[config.mk]
export PLATFORM = sky130hd
export DESIGN_NAME = sprite_blitter
export DESIGN_NICKNAME = d
export VERILOG_FILES = /design/src/rtl/chip8_pkg.sv /design/src/rtl/sprite_shifter.sv /design/src/rtl/sprite_blitter.sv
export SDC_FILE = /design/constraint.sdc
export NUM_CORES = 1
export LEC_CHECK = 0
export CAP_MARGIN = 10
export CORE_ASPECT_RATIO = 0.6
export CORE_UTILIZATION = 50
export DETAILED_ROUTE_END_ITERATION = 10
export HOLD_SLACK_MARGIN = 0.1
export PLACE_DENSITY = 0.77
export RECOVER_POWER = 50
export SLEW_MARGIN = 20
export SYNTH_ARGS = -nofsm -noshare
export SYNTH_HDL_FRONTEND = slang
export SYNTH_SLANG_ARGS = --single-unit
[constraint.sdc]
create_clock -name clk -period 6.1 [get_ports clk]
set_input_delay 1.22 -clock clk [delete_from_list [all_inputs] [get_ports clk]]
set_output_delay 1.22 -clock clk [all_outputs]
set_load 0.05 [all_outputs]
[src/rtl/chip8_pkg.sv]
// Shared definitions for the CHIP-8 display path: framebuffer geometry,
// blitter state encoding and the framebuffer address helper.
package chip8_pkg;

  localparam int ROW_WORDS  = 8;
  localparam int ROWS       = 64;
  localparam int ADDR_W     = 9;
  localparam int SPRITE_W   = 8;
  localparam int WORD_BITS  = 16;
  localparam int WORD_IDX_W = $clog2(ROW_WORDS);
  localparam int ROW_IDX_W  = $clog2(ROWS);
  localparam int X_W        = WORD_IDX_W + 4;
  localparam int N_W        = 4;

  typedef enum logic [2:0] {
    ST_IDLE  = 3'd0,
    ST_CLR   = 3'd1,
    ST_FETCH = 3'd2,
    ST_RD0   = 3'd3,
    ST_WR0   = 3'd4,
    ST_RD1   = 3'd5,
    ST_WR1   = 3'd6,
    ST_DONE  = 3'd7
  } blit_state_e;

  function automatic logic [ADDR_W-1:0] fb_addr(input logic [ROW_IDX_W-1:0] row,
                                                input logic [WORD_IDX_W-1:0] word);
    return {row, word};
  endfunction

endpackage

[src/rtl/sprite_shifter.sv]
// Aligns one sprite byte to the pixel offset inside a framebuffer word and
// splits it into the masks for the first word and the word to its right.
module sprite_shifter
  import chip8_pkg::*;
(
  input  logic [SPRITE_W-1:0]  spr_byte,
  input  logic [3:0]           x_lo,
  output logic [WORD_BITS-1:0] mask0,
  output logic [WORD_BITS-1:0] mask1,
  output logic                 straddle
);

  logic [WORD_BITS+SPRITE_W-1:0] shifted;

  // Byte sits left-aligned above a 16-bit zero field, then slides right by x
  always_comb begin
    shifted  = {spr_byte, 16'h0000} >> x_lo;
    mask0    = shifted[WORD_BITS+SPRITE_W-1:SPRITE_W];
    mask1    = {shifted[SPRITE_W-1:0], 8'h00};
    straddle = (x_lo > 4'd8);
  end

endmodule

[src/rtl/sprite_blitter.sv]
// CHIP-8 DXYN / CLS engine: XOR-draws sprites into the 1 bpp framebuffer
// through its single read/write port and reports pixel collision.
module sprite_blitter
  import chip8_pkg::*;
(
  input  logic                 clk,
  input  logic                 rst_n,
  input  logic                 cmd_draw,
  input  logic                 cmd_cls,
  input  logic [6:0]           pos_x,
  input  logic [5:0]           pos_y,
  input  logic [3:0]           n_rows,
  output logic                 busy,
  output logic                 done,
  output logic                 collision,
  output logic                 spr_req,
  output logic [3:0]           spr_idx,
  input  logic                 spr_valid,
  input  logic [7:0]           spr_data,
  output logic                 fbuf_en,
  output logic                 fbuf_write,
  output logic [8:0]           fbuf_addr,
  output logic [15:0]          fbuf_in,
  input  logic [15:0]          fbuf_out
);

  blit_state_e             state_q, state_d;
  logic                    busy_q, busy_d;
  logic                    done_q, done_d;
  logic                    collision_q, collision_d;
  logic                    spr_req_q, spr_req_d;
  logic [N_W-1:0]          spr_idx_q, spr_idx_d;
  logic                    fbuf_en_q, fbuf_en_d;
  logic                    fbuf_write_q, fbuf_write_d;
  logic [ADDR_W-1:0]       fbuf_addr_q, fbuf_addr_d;
  logic [X_W-1:0]          x_q, x_d;
  logic [ROW_IDX_W-1:0]    y_q, y_d;
  logic [N_W-1:0]          n_q, n_d;
  logic [N_W-1:0]          row_q, row_d;
  logic [WORD_BITS-1:0]    mask0_q, mask0_d;
  logic [WORD_BITS-1:0]    mask1_q, mask1_d;
  logic                    straddle_q, straddle_d;

  logic [WORD_BITS-1:0]    shf_mask0;
  logic [WORD_BITS-1:0]    shf_mask1;
  logic                    shf_straddle;
  logic [ROW_IDX_W-1:0]    wy;
  logic [WORD_IDX_W-1:0]   w0;
  logic [WORD_IDX_W-1:0]   w1;
  logic                    advance;
  logic                    last_row;

  sprite_shifter u_shifter (
    .spr_byte (spr_data),
    .x_lo     (x_q[3:0]),
    .mask0    (shf_mask0),
    .mask1    (shf_mask1),
    .straddle (shf_straddle)
  );

  // Both axes wrap: row index mod ROWS, right-hand word mod ROW_WORDS
  always_comb begin
    wy       = y_q + ROW_IDX_W'(row_q);
    w0       = x_q[X_W-1:4];
    w1       = w0 + WORD_IDX_W'(1);
    last_row = (row_q == (n_q - 4'd1));
  end

  // Next-state and next-output logic for the blit sequencer
  always_comb begin
    state_d      = state_q;
    busy_d       = busy_q;
    done_d       = 1'b0;
    collision_d  = collision_q;
    spr_req_d    = spr_req_q;
    spr_idx_d    = spr_idx_q;
    fbuf_en_d    = fbuf_en_q;
    fbuf_write_d = fbuf_write_q;
    fbuf_addr_d  = fbuf_addr_q;
    x_d          = x_q;
    y_d          = y_q;
    n_d          = n_q;
    row_d        = row_q;
    mask0_d      = mask0_q;
    mask1_d      = mask1_q;
    straddle_d   = straddle_q;
    advance      = 1'b0;

    case (state_q)
      ST_IDLE: begin
        if (cmd_cls) begin
          state_d      = ST_CLR;
          busy_d       = 1'b1;
          collision_d  = 1'b0;
          fbuf_en_d    = 1'b1;
          fbuf_write_d = 1'b1;
          fbuf_addr_d  = '0;
        end else if (cmd_draw) begin
          x_d         = pos_x;
          y_d         = pos_y;
          n_d         = n_rows;
          row_d       = 4'd0;
          collision_d = 1'b0;
          if (n_rows != 4'd0) begin
            state_d   = ST_FETCH;
            busy_d    = 1'b1;
            spr_req_d = 1'b1;
            spr_idx_d = 4'd0;
          end else begin
            state_d = ST_DONE;
            done_d  = 1'b1;
          end
        end else begin
          state_d = ST_IDLE;
        end
      end
      ST_CLR: begin
        if (fbuf_addr_q == {ADDR_W{1'b1}}) begin
          state_d      = ST_DONE;
          busy_d       = 1'b0;
          done_d       = 1'b1;
          fbuf_en_d    = 1'b0;
          fbuf_write_d = 1'b0;
        end else begin
          fbuf_addr_d = fbuf_addr_q + ADDR_W'(1);
        end
      end
      ST_FETCH: begin
        if (spr_valid) begin
          mask0_d      = shf_mask0;
          mask1_d      = shf_mask1;
          straddle_d   = shf_straddle;
          spr_req_d    = 1'b0;
          state_d      = ST_RD0;
          fbuf_en_d    = 1'b1;
          fbuf_write_d = 1'b0;
          fbuf_addr_d  = fb_addr(wy, w0);
        end else begin
          state_d = ST_FETCH;
        end
      end
      ST_RD0: begin
        state_d      = ST_WR0;
        fbuf_write_d = 1'b1;
      end
      ST_WR0: begin
        collision_d = collision_q | (|(fbuf_out & mask0_q));
        if (straddle_q) begin
          state_d      = ST_RD1;
          fbuf_write_d = 1'b0;
          fbuf_addr_d  = fb_addr(wy, w1);
        end else begin
          advance = 1'b1;
        end
      end
      ST_RD1: begin
        state_d      = ST_WR1;
        fbuf_write_d = 1'b1;
      end
      ST_WR1: begin
        collision_d = collision_q | (|(fbuf_out & mask1_q));
        advance     = 1'b1;
      end
      ST_DONE: begin
        state_d = ST_IDLE;
        busy_d  = 1'b0;
      end
      default: begin
        state_d      = ST_IDLE;
        busy_d       = 1'b0;
        spr_req_d    = 1'b0;
        fbuf_en_d    = 1'b0;
        fbuf_write_d = 1'b0;
      end
    endcase

    // Row finished: either the sprite is complete or fetch the next byte
    if (advance) begin
      fbuf_en_d    = 1'b0;
      fbuf_write_d = 1'b0;
      if (last_row) begin
        state_d = ST_DONE;
        busy_d  = 1'b0;
        done_d  = 1'b1;
      end else begin
        state_d   = ST_FETCH;
        row_d     = row_q + 4'd1;
        spr_idx_d = row_q + 4'd1;
        spr_req_d = 1'b1;
      end
    end else begin
      row_d = row_d;
    end
  end

  // Sequencer state and registered outputs
  always_ff @(posedge clk or negedge rst_n) begin
    if (!rst_n) begin
      state_q      <= ST_IDLE;
      busy_q       <= 1'b0;
      done_q       <= 1'b0;
      collision_q  <= 1'b0;
      spr_req_q    <= 1'b0;
      spr_idx_q    <= 4'd0;
      fbuf_en_q    <= 1'b0;
      fbuf_write_q <= 1'b0;
      fbuf_addr_q  <= '0;
      x_q          <= '0;
      y_q          <= '0;
      n_q          <= 4'd0;
      row_q        <= 4'd0;
      mask0_q      <= 16'h0000;
      mask1_q      <= 16'h0000;
      straddle_q   <= 1'b0;
    end else begin
      state_q      <= state_d;
      busy_q       <= busy_d;
      done_q       <= done_d;
      collision_q  <= collision_d;
      spr_req_q    <= spr_req_d;
      spr_idx_q    <= spr_idx_d;
      fbuf_en_q    <= fbuf_en_d;
      fbuf_write_q <= fbuf_write_d;
      fbuf_addr_q  <= fbuf_addr_d;
      x_q          <= x_d;
      y_q          <= y_d;
      n_q          <= n_d;
      row_q        <= row_d;
      mask0_q      <= mask0_d;
      mask1_q      <= mask1_d;
      straddle_q   <= straddle_d;
    end
  end

  // Write data depends on the word read one cycle earlier, so it follows fbuf_out directly
  always_comb begin
    case (state_q)
      ST_WR0:  fbuf_in = fbuf_out ^ mask0_q;
      ST_WR1:  fbuf_in = fbuf_out ^ mask1_q;
      default: fbuf_in = 16'h0000;
    endcase
  end

  assign busy       = busy_q;
  assign done       = done_q;
  assign collision  = collision_q;
  assign spr_req    = spr_req_q;
  assign spr_idx    = spr_idx_q;
  assign fbuf_en    = fbuf_en_q;
  assign fbuf_write = fbuf_write_q;
  assign fbuf_addr  = fbuf_addr_q;

endmodule

Word level (Yosys, flattened, before mapping)
Cells that the tools add are included.
W data, S select, Z words.
- register bits: 68
- word-level logic and storage cells: 126
- output and inout port bits: 35
- input port bits: 46
- add/subtract/negate cells: 5
- reductions and logical operators: 17
- eq/ne operators: 18
- mux-type cells: 61
- $lt $le $gt $ge: 1
- bitwise logic cells: 7
- shift operators: 1
- operators by type and width (kind ; number):
    $mux W4 ; 11
    $mux W9 ; 4
    $pmux W9 S4 ; 1
    $and A16 B16 Y16 ; 2
    $pmux W16 S2 ; 1
    $reduce_or A16 Y1 ; 2
    $xor A16 B16 Y16 ; 2
    $mux W1 ; 29
    $shr A24 B4 Y24 ; 1
    $mux W3 ; 7
    $pmux W3 S7 ; 1
    $ne A3 B3 Y1 const B ; 5
    $eq A3 B3 Y1 const B ; 4
    $reduce_bool A4 Y1 ; 3
    $reduce_and A5 Y1 ; 2
    $add A9 B1 Y9 const B ; 1
    $eq A9 B9 Y1 const B ; 1
    $pmux W1 S3 ; 3
    $ne A2 B2 Y1 const B ; 4
    $reduce_bool A8 Y1 ; 1
    $add A6 B4 Y6 ; 1
    $eq A3 B2 Y1 const B ; 2
    $pmux W1 S2 ; 3
    $reduce_and A3 Y1 ; 2
    other kinds (15) ; 17

Depth between registers and ports, before layout
- word-level depth: 7
- gate-level depth with buffers: 8
- gate-level depth less buffers: 8

By module
A second synthesis with hierarchy kept.
- cells, all modules: 494
- area total of the unflattened synthesis: 4793.3 sq um
- by module, submodules not included (module ; seq. area each (sq um) ; cells an instance ; times used ; area each (sq um)):
    sprite_blitter ; 1901.8 ; 408 ; 1 ; 4215.3
    sprite_shifter ; 0.0 ; 86 ; 1 ; 578.1

Worst setup path after synthesis
OpenSTA, ideal clock, no wires.
- kind: input-to-output
- start point: input fbuf_out[10]
- end point: output fbuf_in[10]
- path slack: 2695 ps
- cell stages on the path: 3
- data arrival time: 2185 ps
- required time: 4880 ps
- cell sequence: ha_1 -> mux2i_1 -> nor2_1
- longest elaborated chain between the ends: 2
- RTL lines (what ; line ; RTL):
    start, declared ; sprite_blitter.sv:24 ; input logic [15:0] fbuf_out
    $xor A16 B16 Y16, on equally long branches ; sprite_blitter.sv:239, sprite_blitter.sv:238 ;
    $pmux W16 S2 * ; sprite_blitter.sv:237 ; case (state_q)
    end, declared ; sprite_blitter.sv:23 ; output logic [15:0] fbuf_in,
Every way passes the cells marked *; elsewhere a longest branch is shown, timed or not.

==> summary.txt <==
STA
---------------------------------------------------------------------------------
Final slew viol count                                                         110
Setup repair after global routing missed its margin                            no
Final clock period utilization by the worst path                           69.51%
Final hold violation count                                                      0
Slew at the pin closest to its max-slew limit                             3582 ps
Setup Viol. Count Final                                                         0
Highest attainable clock frequency                                      235.9 MHz
Post-Route Skew                                                          6.710 ps
Relative max-transition margin                                            -138.8%
Final total negative setup slack                                             0 ps
Final min period                                                          4240 ps

ROUTING
---------------------------------------------------------------------------------
Via count                                                                   3,620
1st-iter DRT viols                                                            266
Ratio of routed vias to standard cells                                      5.867
Average wire length per cell after detail routing                        17.20 um
Number of antenna-violating nets in the routed design                           0
Overall routed net length                                               10,620 um
DRC violations left                                                             0
Detailed Routing Iterations Pass 1                                              5

GRT
---------------------------------------------------------------------------------
Initial antenna violation count                                                 0
Maximum number of pins on one net before global-route repair                   68
Final global-route overflow total                                               0
Overall Global Routing Usage                                               25.35%
Via count of the first global-routing pass                                  3,377
First-pass GRT wire length                                              17,200 um

FINISH
---------------------------------------------------------------------------------
NumNets Final                                                                 584
Synthesis-to-finish area growth                                            24.99%
Antenna cell count                                                              0
Share of layout cells above drive strength 1                               9.627%
Final cell utilization of the core                                         66.58%

POWER AND IR DROP
---------------------------------------------------------------------------------
P_leak                                                                   2.422 nW
Power per cell area                                                  574.9 nW/um2
Worst voltage drop across the vdd grid                                   354.3 uV

CLOCK TREE
---------------------------------------------------------------------------------
Clock transition at path regs                                               50 ps
Cts-stage hold buffer count                                                     0
H-tree levels                                                                   3
Post-cts sizing count                                                           0
Number of clock buffers inserted by TritonCTS                                   9
Maximum number of buffers from clock root to sink                               2
Worst skew pair latency                                                    330 ps
Number of clock sinks seen by CTS                                              67
Clock tree from TritonCTS                                                     yes
Number of buffers inserted by post-CTS setup repair                             0
Buffer cell driving the clock tree root                              sky130_fd_sc_hd__clkbuf_16

YOSYS
---------------------------------------------------------------------------------
Count of unique library cells instantiated by Yosys                            62
Library cell occupying the most area in the post-synthesis netlist   sky130_fd_sc_hd__dfrtp_1
Cell count after synthesis                                                    436
Yosys warning count                                                             0
Fraction of post-synthesis cell area in the top cell type by area          38.85%
Syn avg cell area                                                       9.898 um2
Number of enable flip-flop cells after synthesis                                0
Top area cells in the synthesized netlist                            sky130_fd_sc_hd__dfrtp_1 39%, sky130_fd_sc_hd__ha_1 9.3%, sky130_fd_sc_hd__mux2i_1 5.8%
Main synth FF type                                                   sky130_fd_sc_hd__dfrtp_1
Summed instance area of the synthesized netlist                          4315 um2
Seq/Total Area, Yosys                                                      38.85%
Flip-flop and latch count after synthesis                                      67
Synth Net Count                                                               515
FFs w/ async S/R, synth                                                    100.0%

OUTCOME
---------------------------------------------------------------------------------
Violations in the final reports                                      max-capacitance violations, max-slew violations
Outcome                                                              finished with violations

FLOORPLAN
---------------------------------------------------------------------------------
Core Region                                                              8102 um2
Die footprint                                                            9018 um2
Die height                                                               73.96 um
# IOs                                                                          81
Standard-cell row count                                                        25
Die width                                                                121.9 um
Initial cell density of the core                                           53.27%

PLACED DESIGN
---------------------------------------------------------------------------------
Quantity of I/O buffers inserted on ports                                      80
Placed wire-length estimate                                               7971 um
Placer Congestion                                                          0.8955

WORST SETUP PATH
---------------------------------------------------------------------------------
Critical Path Source                                                        rst_n
Capture point of the worst reg-to-reg path                            mask1_q[10]
Required time worst endpoint                                              5710 ps
Internal reg-to-reg setup slack                                           3270 ps
CP Capture Point                                                           y_q[5]
Critical path fanouts, max                                                     67
Crit path max-delay cell type                                        sky130_fd_sc_hd__clkbuf_1
Crit path max-delay family                                           buffers and inverters
CP Buf/Inv Count                                                                2
Logic depth of the worst register-to-register path                              5
Critical Path Source Type                                              input port
CP max stage delay                                                        2500 ps
Cell-by-cell listing of the critical path                            buf_2, clkbuf_1
Launch instance of the worst register-to-register path                 state_q[0]
Logic depth of the worst setup path including buffers                           2
Data arrival time of the worst path                                       3850 ps
Element type at the critical path end                                asynchronous set/reset pin
Setup CP Type                                                            in2async

FLOW RUN
---------------------------------------------------------------------------------
Max-cap violation count                                                         2

WORST HOLD PATH
---------------------------------------------------------------------------------
Type of the worst min-delay path                                          reg2reg
Start point of the worst min-delay path                                   spr_req

## sequential cells by signal, indices dropped and copies added (netlist names)
name	cells
state_q	3
n_q	4
spr_req	1
collision	1
x_q	7
busy	1
mask1_q	7
mask0_q	16
fbuf_addr	9
fbuf_en	1
spr_idx	4
straddle_q	1
done	1
y_q	6
fbuf_write	1
row_q	4
## worst reg2reg max path: stages (launching register included)
cell	delay [ps]
sky130_fd_sc_hd__dfrtp_1	710
sky130_fd_sc_hd__nor2_1	210
sky130_fd_sc_hd__nand3_1	140
sky130_fd_sc_hd__clkbuf_1	1180
sky130_fd_sc_hd__nor2_1	220
sky130_fd_sc_hd__a22o_1	270
## through the flow
stage	total power [mW]	worst slack [ps]	cell area (um2)	std cells	hold slack [ps]
after floorplan	2.144	2695	4315	436	452.6
after global placement	2.511	1928	5106	602	479.6
after detailed placement	2.575	1899	5106	602	485.0
after CTS	3.104	1890	5401	617	497.2
after global routing	3.307	1054	5394	617	511.2
final	3.101	1860	5394	617	495.7
## Yosys cell counts, drive strengths merged (2+ instances only)
library cell,count
a211oi,5
a21o,5
a21oi,22
a22o,10
a22oi,2
a31o,2
a31oi,3
a32oi,2
and2,4
and2b,2
and3,5
buf,18
clkbuf,7
dfrtp,67
ha,32
inv,11
mux2,22
mux2i,25
mux4,3
nand2,36
nand2b,10
nand3,7
nand3b,2
nand4,2
nor2,45
nor2b,2
nor3,6
nor4,8
o211ai,2
o21a,3
o21ai,30
o22ai,3
o31ai,8
xnor2,7
xor2,4
## layout by cell type (no fill, tap or decap), types with 3 or more instances in the layout
cell                               n
sky130_fd_sc_hd__a21oi_1          21
sky130_fd_sc_hd__a22o_1            9
sky130_fd_sc_hd__clkbuf_1          4
sky130_fd_sc_hd__ha_1             32
sky130_fd_sc_hd__o31ai_1           7
sky130_fd_sc_hd__mux2_2           21
sky130_fd_sc_hd__and2_1            3
sky130_fd_sc_hd__nand2_1          36
sky130_fd_sc_hd__a21o_1            5
sky130_fd_sc_hd__nor2_1           44
sky130_fd_sc_hd__nand2b_1         10
sky130_fd_sc_hd__nor4_1            8
sky130_fd_sc_hd__and3_1            5
sky130_fd_sc_hd__xor2_1            4
sky130_fd_sc_hd__a211oi_1          5
sky130_fd_sc_hd__inv_1             9
sky130_fd_sc_hd__nand3_1           7
sky130_fd_sc_hd__clkbuf_16         9
sky130_fd_sc_hd__clkdlybuf4s50_1  76
sky130_fd_sc_hd__o21a_1            3
sky130_fd_sc_hd__dfrtp_1          67
sky130_fd_sc_hd__xnor2_1           7
sky130_fd_sc_hd__mux2i_1          25
sky130_fd_sc_hd__o21ai_0          28
sky130_fd_sc_hd__o22ai_1           3
sky130_fd_sc_hd__a31oi_1           3
sky130_fd_sc_hd__dlygate4sd3_1     3
sky130_fd_sc_hd__nor3_1            5
## kinds of logic (layout without fill, tap and decap cells)
kind of cell	after synthesis	in the layout	synth area share, %
adder cells (fa/ha/maj)	33	33	9.742
XOR/XNOR	11	11	2.232
flip-flops	67	67	38.85
AO/OA/AOI/OAI	105	105	16.21
AND/OR/NAND/NOR	134	134	15.05
multiplexers	50	50	13.19
buffers and inverters	36	109	4.726
## area by class of cell
cell class	count	area, um2
clock buffer	13	260.3
clock inverter	2	35.03
fill	650	2708
inverter	11	41.29
multi-input combinational	333	2435
sequential	67	1677
tap	108	135.1
timing repair buffer	83	810.8
## how the worst min path moves through the flow
stage | cells past startpoint | endpoint
finish | 2 | spr_req
global route | 2 | spr_req
CTS | 2 | spr_req
detailed placement | 2 | spr_req
global placement | 2 | spr_req
floorplan | 2 | mask0_q[14]
## per-layer routing
metal  vias to the layer above  global-route usage (%)  wire (um)
met5                         -                       0          0
met2                       128                   36.35       4394
met1                      1747                   36.82       5238
met4                         0                   7.682        111
li1                       1733                       -          -
met3                        12                   7.592        870
## power breakdown
| group | switching [mW] | internal [mW] | total, mW |
|---|---|---|---|
| Combinational | 0.967 | 0.706 | 1.67 |
| Clock | 0.179 | 0.336 | 0.514 |
| Sequential | 0.276 | 0.638 | 0.913 |
| Total | 1.42 | 1.68 | 3.10 |
Note: power is estimated with default switching activity, not from simulation.
==> variant: new RTL, same flow settings <==
`fbuf_addr_q` no longer has a reset.
--- a/src/rtl/sprite_blitter.sv
+++ b/src/rtl/sprite_blitter.sv
@@ -205,5 +205,4 @@
       fbuf_en_q    <= 1'b0;
       fbuf_write_q <= 1'b0;
-      fbuf_addr_q  <= '0;
       x_q          <= '0;
       y_q          <= '0;
@@ -222,5 +221,4 @@
       fbuf_en_q    <= fbuf_en_d;
       fbuf_write_q <= fbuf_write_d;
-      fbuf_addr_q  <= fbuf_addr_d;
       x_q          <= x_d;
       y_q          <= y_d;
@@ -233,4 +231,8 @@
   end
 
+  always_ff @(posedge clk) begin
+    fbuf_addr_q <= fbuf_addr_d;
+  end
+
   // Write data depends on the word read one cycle earlier, so it follows fbuf_out directly
   always_comb begin
Check against the original RTL: differs if rst_n is asserted again (counterexample within 4 cycles, from zero or initial values and one cycle with rst_n low); with rst_n held inactive, the same outputs for 4 cycles.
==> variant against the unedited design <==
  * Hold slack got worse by 0.0058 ns
  * Routed wire length fell by 1.5%
  * Synthesized area fell by 2.8%
  * Synthesized cell count fell by 8.0%
  * Setup slack got worse by 0.19 ns
  * The run still ends with capacitance limit, slew limit left
  * Critical path depth rose by 2
  * Final cell count fell by 4.7%
  * Cell area fell by 1.5%
  * Sequential power rose by 3.2%
  * Register-to-register slack got worse by 0.49 ns
  * Critical path type is now reg2out
  * Sequential cell count did not move
  * Global-route usage rose by 0.61 points
  * Combinational power rose by 4%
  * Total power rose by 2.6%
==> variant: results (changes against the unedited design) <==
- The worst hold slack is 0.490 ns (was 0.496 ns).
- The pin count of the biggest net entering global routing was 59 (was 68).
- The number of distinct standard cells referenced by the synthesized netlist came to 55 (was 62).
- The part of the Yosys area used for sequential elements is 0.410 (was 0.389).
- The least setup slack across all paths after layout came to 1.67 ns (was 1.86 ns).
- Leading cell types by total area after synthesis: sky130_fd_sc_hd__dfrtp_1 (35%), sky130_fd_sc_hd__ha_1 (9.5%), sky130_fd_sc_hd__edfxtp_1 (6.4%), sky130_fd_sc_hd__mux2i_1 (6.0%), sky130_fd_sc_hd__mux2_2 (5.6%) (was sky130_fd_sc_hd__dfrtp_1 (39%), sky130_fd_sc_hd__ha_1 (9.3%), sky130_fd_sc_hd__mux2i_1 (5.8%), sky130_fd_sc_hd__mux2_2 (5.7%), sky130_fd_sc_hd__nor2_1 (3.8%)).
- The total length of routed met2 wires came to 4.24 mm (was 4.39 mm).
- The largest fanout of any net on the critical path is 26 (was 67).
- The detailed-route wire length on metal 1 was 5.22 mm (was 5.24 mm).
- Status: complete, but fails checks (unchanged).
- The multiplexer share of the synthesized area is 0.140 (was 0.132).
- The number of enable-type register cells in the synthesized netlist came to 9 (was 0).
- The net total in the final layout is 554 (was 584).
- The placed cell area is 5030 um2 (was 5110 um2).
- The final instance count without filler cells is 588 (was 617).
- The via count of the first global-routing pass is 3200 (was 3377).
- The total wire length after detailed routing is 10.5 mm (was 10.6 mm).
- The mean instance size in the synthesized netlist came to 10.5 um2 (was 9.90 um2).
- The leakage power of the design is 2.34 nW (was 2.42 nW).
- The placer congestion estimate came to 0.850 (was 0.896).
- The share of synthesized flip-flops with an asynchronous set or reset is 0.866 (was 1.00).
- The count of vias placed by the detailed router is 3416 (was 3620).
- The number of max-capacitance violations reported is 2 (unchanged).
- The global routing usage summed across all routing layers is 0.260 (was 0.253).
- The setup slack of the most critical reg-to-reg path came to 2.78 ns (was 3.27 ns).
- The HPWL reported at the end of detailed placement came to 7.77 mm (was 7.97 mm).
- The wire length of the first global-routing pass is 17.0 mm (was 17.2 mm).
- The fraction of the mapped netlist area in compound gates is 0.140 (was 0.162).
- The parity-gate share of the synthesized area counting xor and xnor cells came to 0.0408 (was 0.0223).
- The number of max-slew violations in the final report is 100 (was 110).
- Violated checks: capacitance limit, slew limit (unchanged).
- The worst slack after detailed placement came to 1.87 ns (was 1.90 ns).
- The adder-cell share of the synthesized area came to 0.100 (was 0.0974).
==> variant: path summary, 6_finish.rpt <==
kind                             from          end  depth (start not counted)
min reg2reg                mask0_q[6]   mask0_q[6]                          2
min in group asynchronous       rst_n  mask1_q[10]                          2
max in group asynchronous       rst_n       y_q[2]                          2
min                        mask0_q[6]   mask0_q[6]                          2
max                        state_q[1]  fbuf_in[10]                          4
max reg2reg                state_q[1]  mask0_q[11]                          5
==> variant: where the power goes <==
part	switching (mW)	internal [mW]	total (mW)
Clock	0.184	0.327	0.512
Combinational	1.01	0.715	1.73
Sequential	0.263	0.679	0.942
Total	1.46	1.72	3.18
==> variant: layout make-up <==
type                       instances  area (um2)
tap                              108         135
clock inverter                     2        35.0
multi-input combinational        302        2310
timing repair buffer              84         815
fill                             626        2700
clock buffer                      14         254
inverter                          11        41.3
sequential                        67        1720
==> variant: metal layers <==
layer  vias to the layer above  track usage
met3                        10       0.0875
li1                       1619            -
met4                         0       0.0672
met2                       131        0.358
met5                         -            0
met1                      1656        0.386
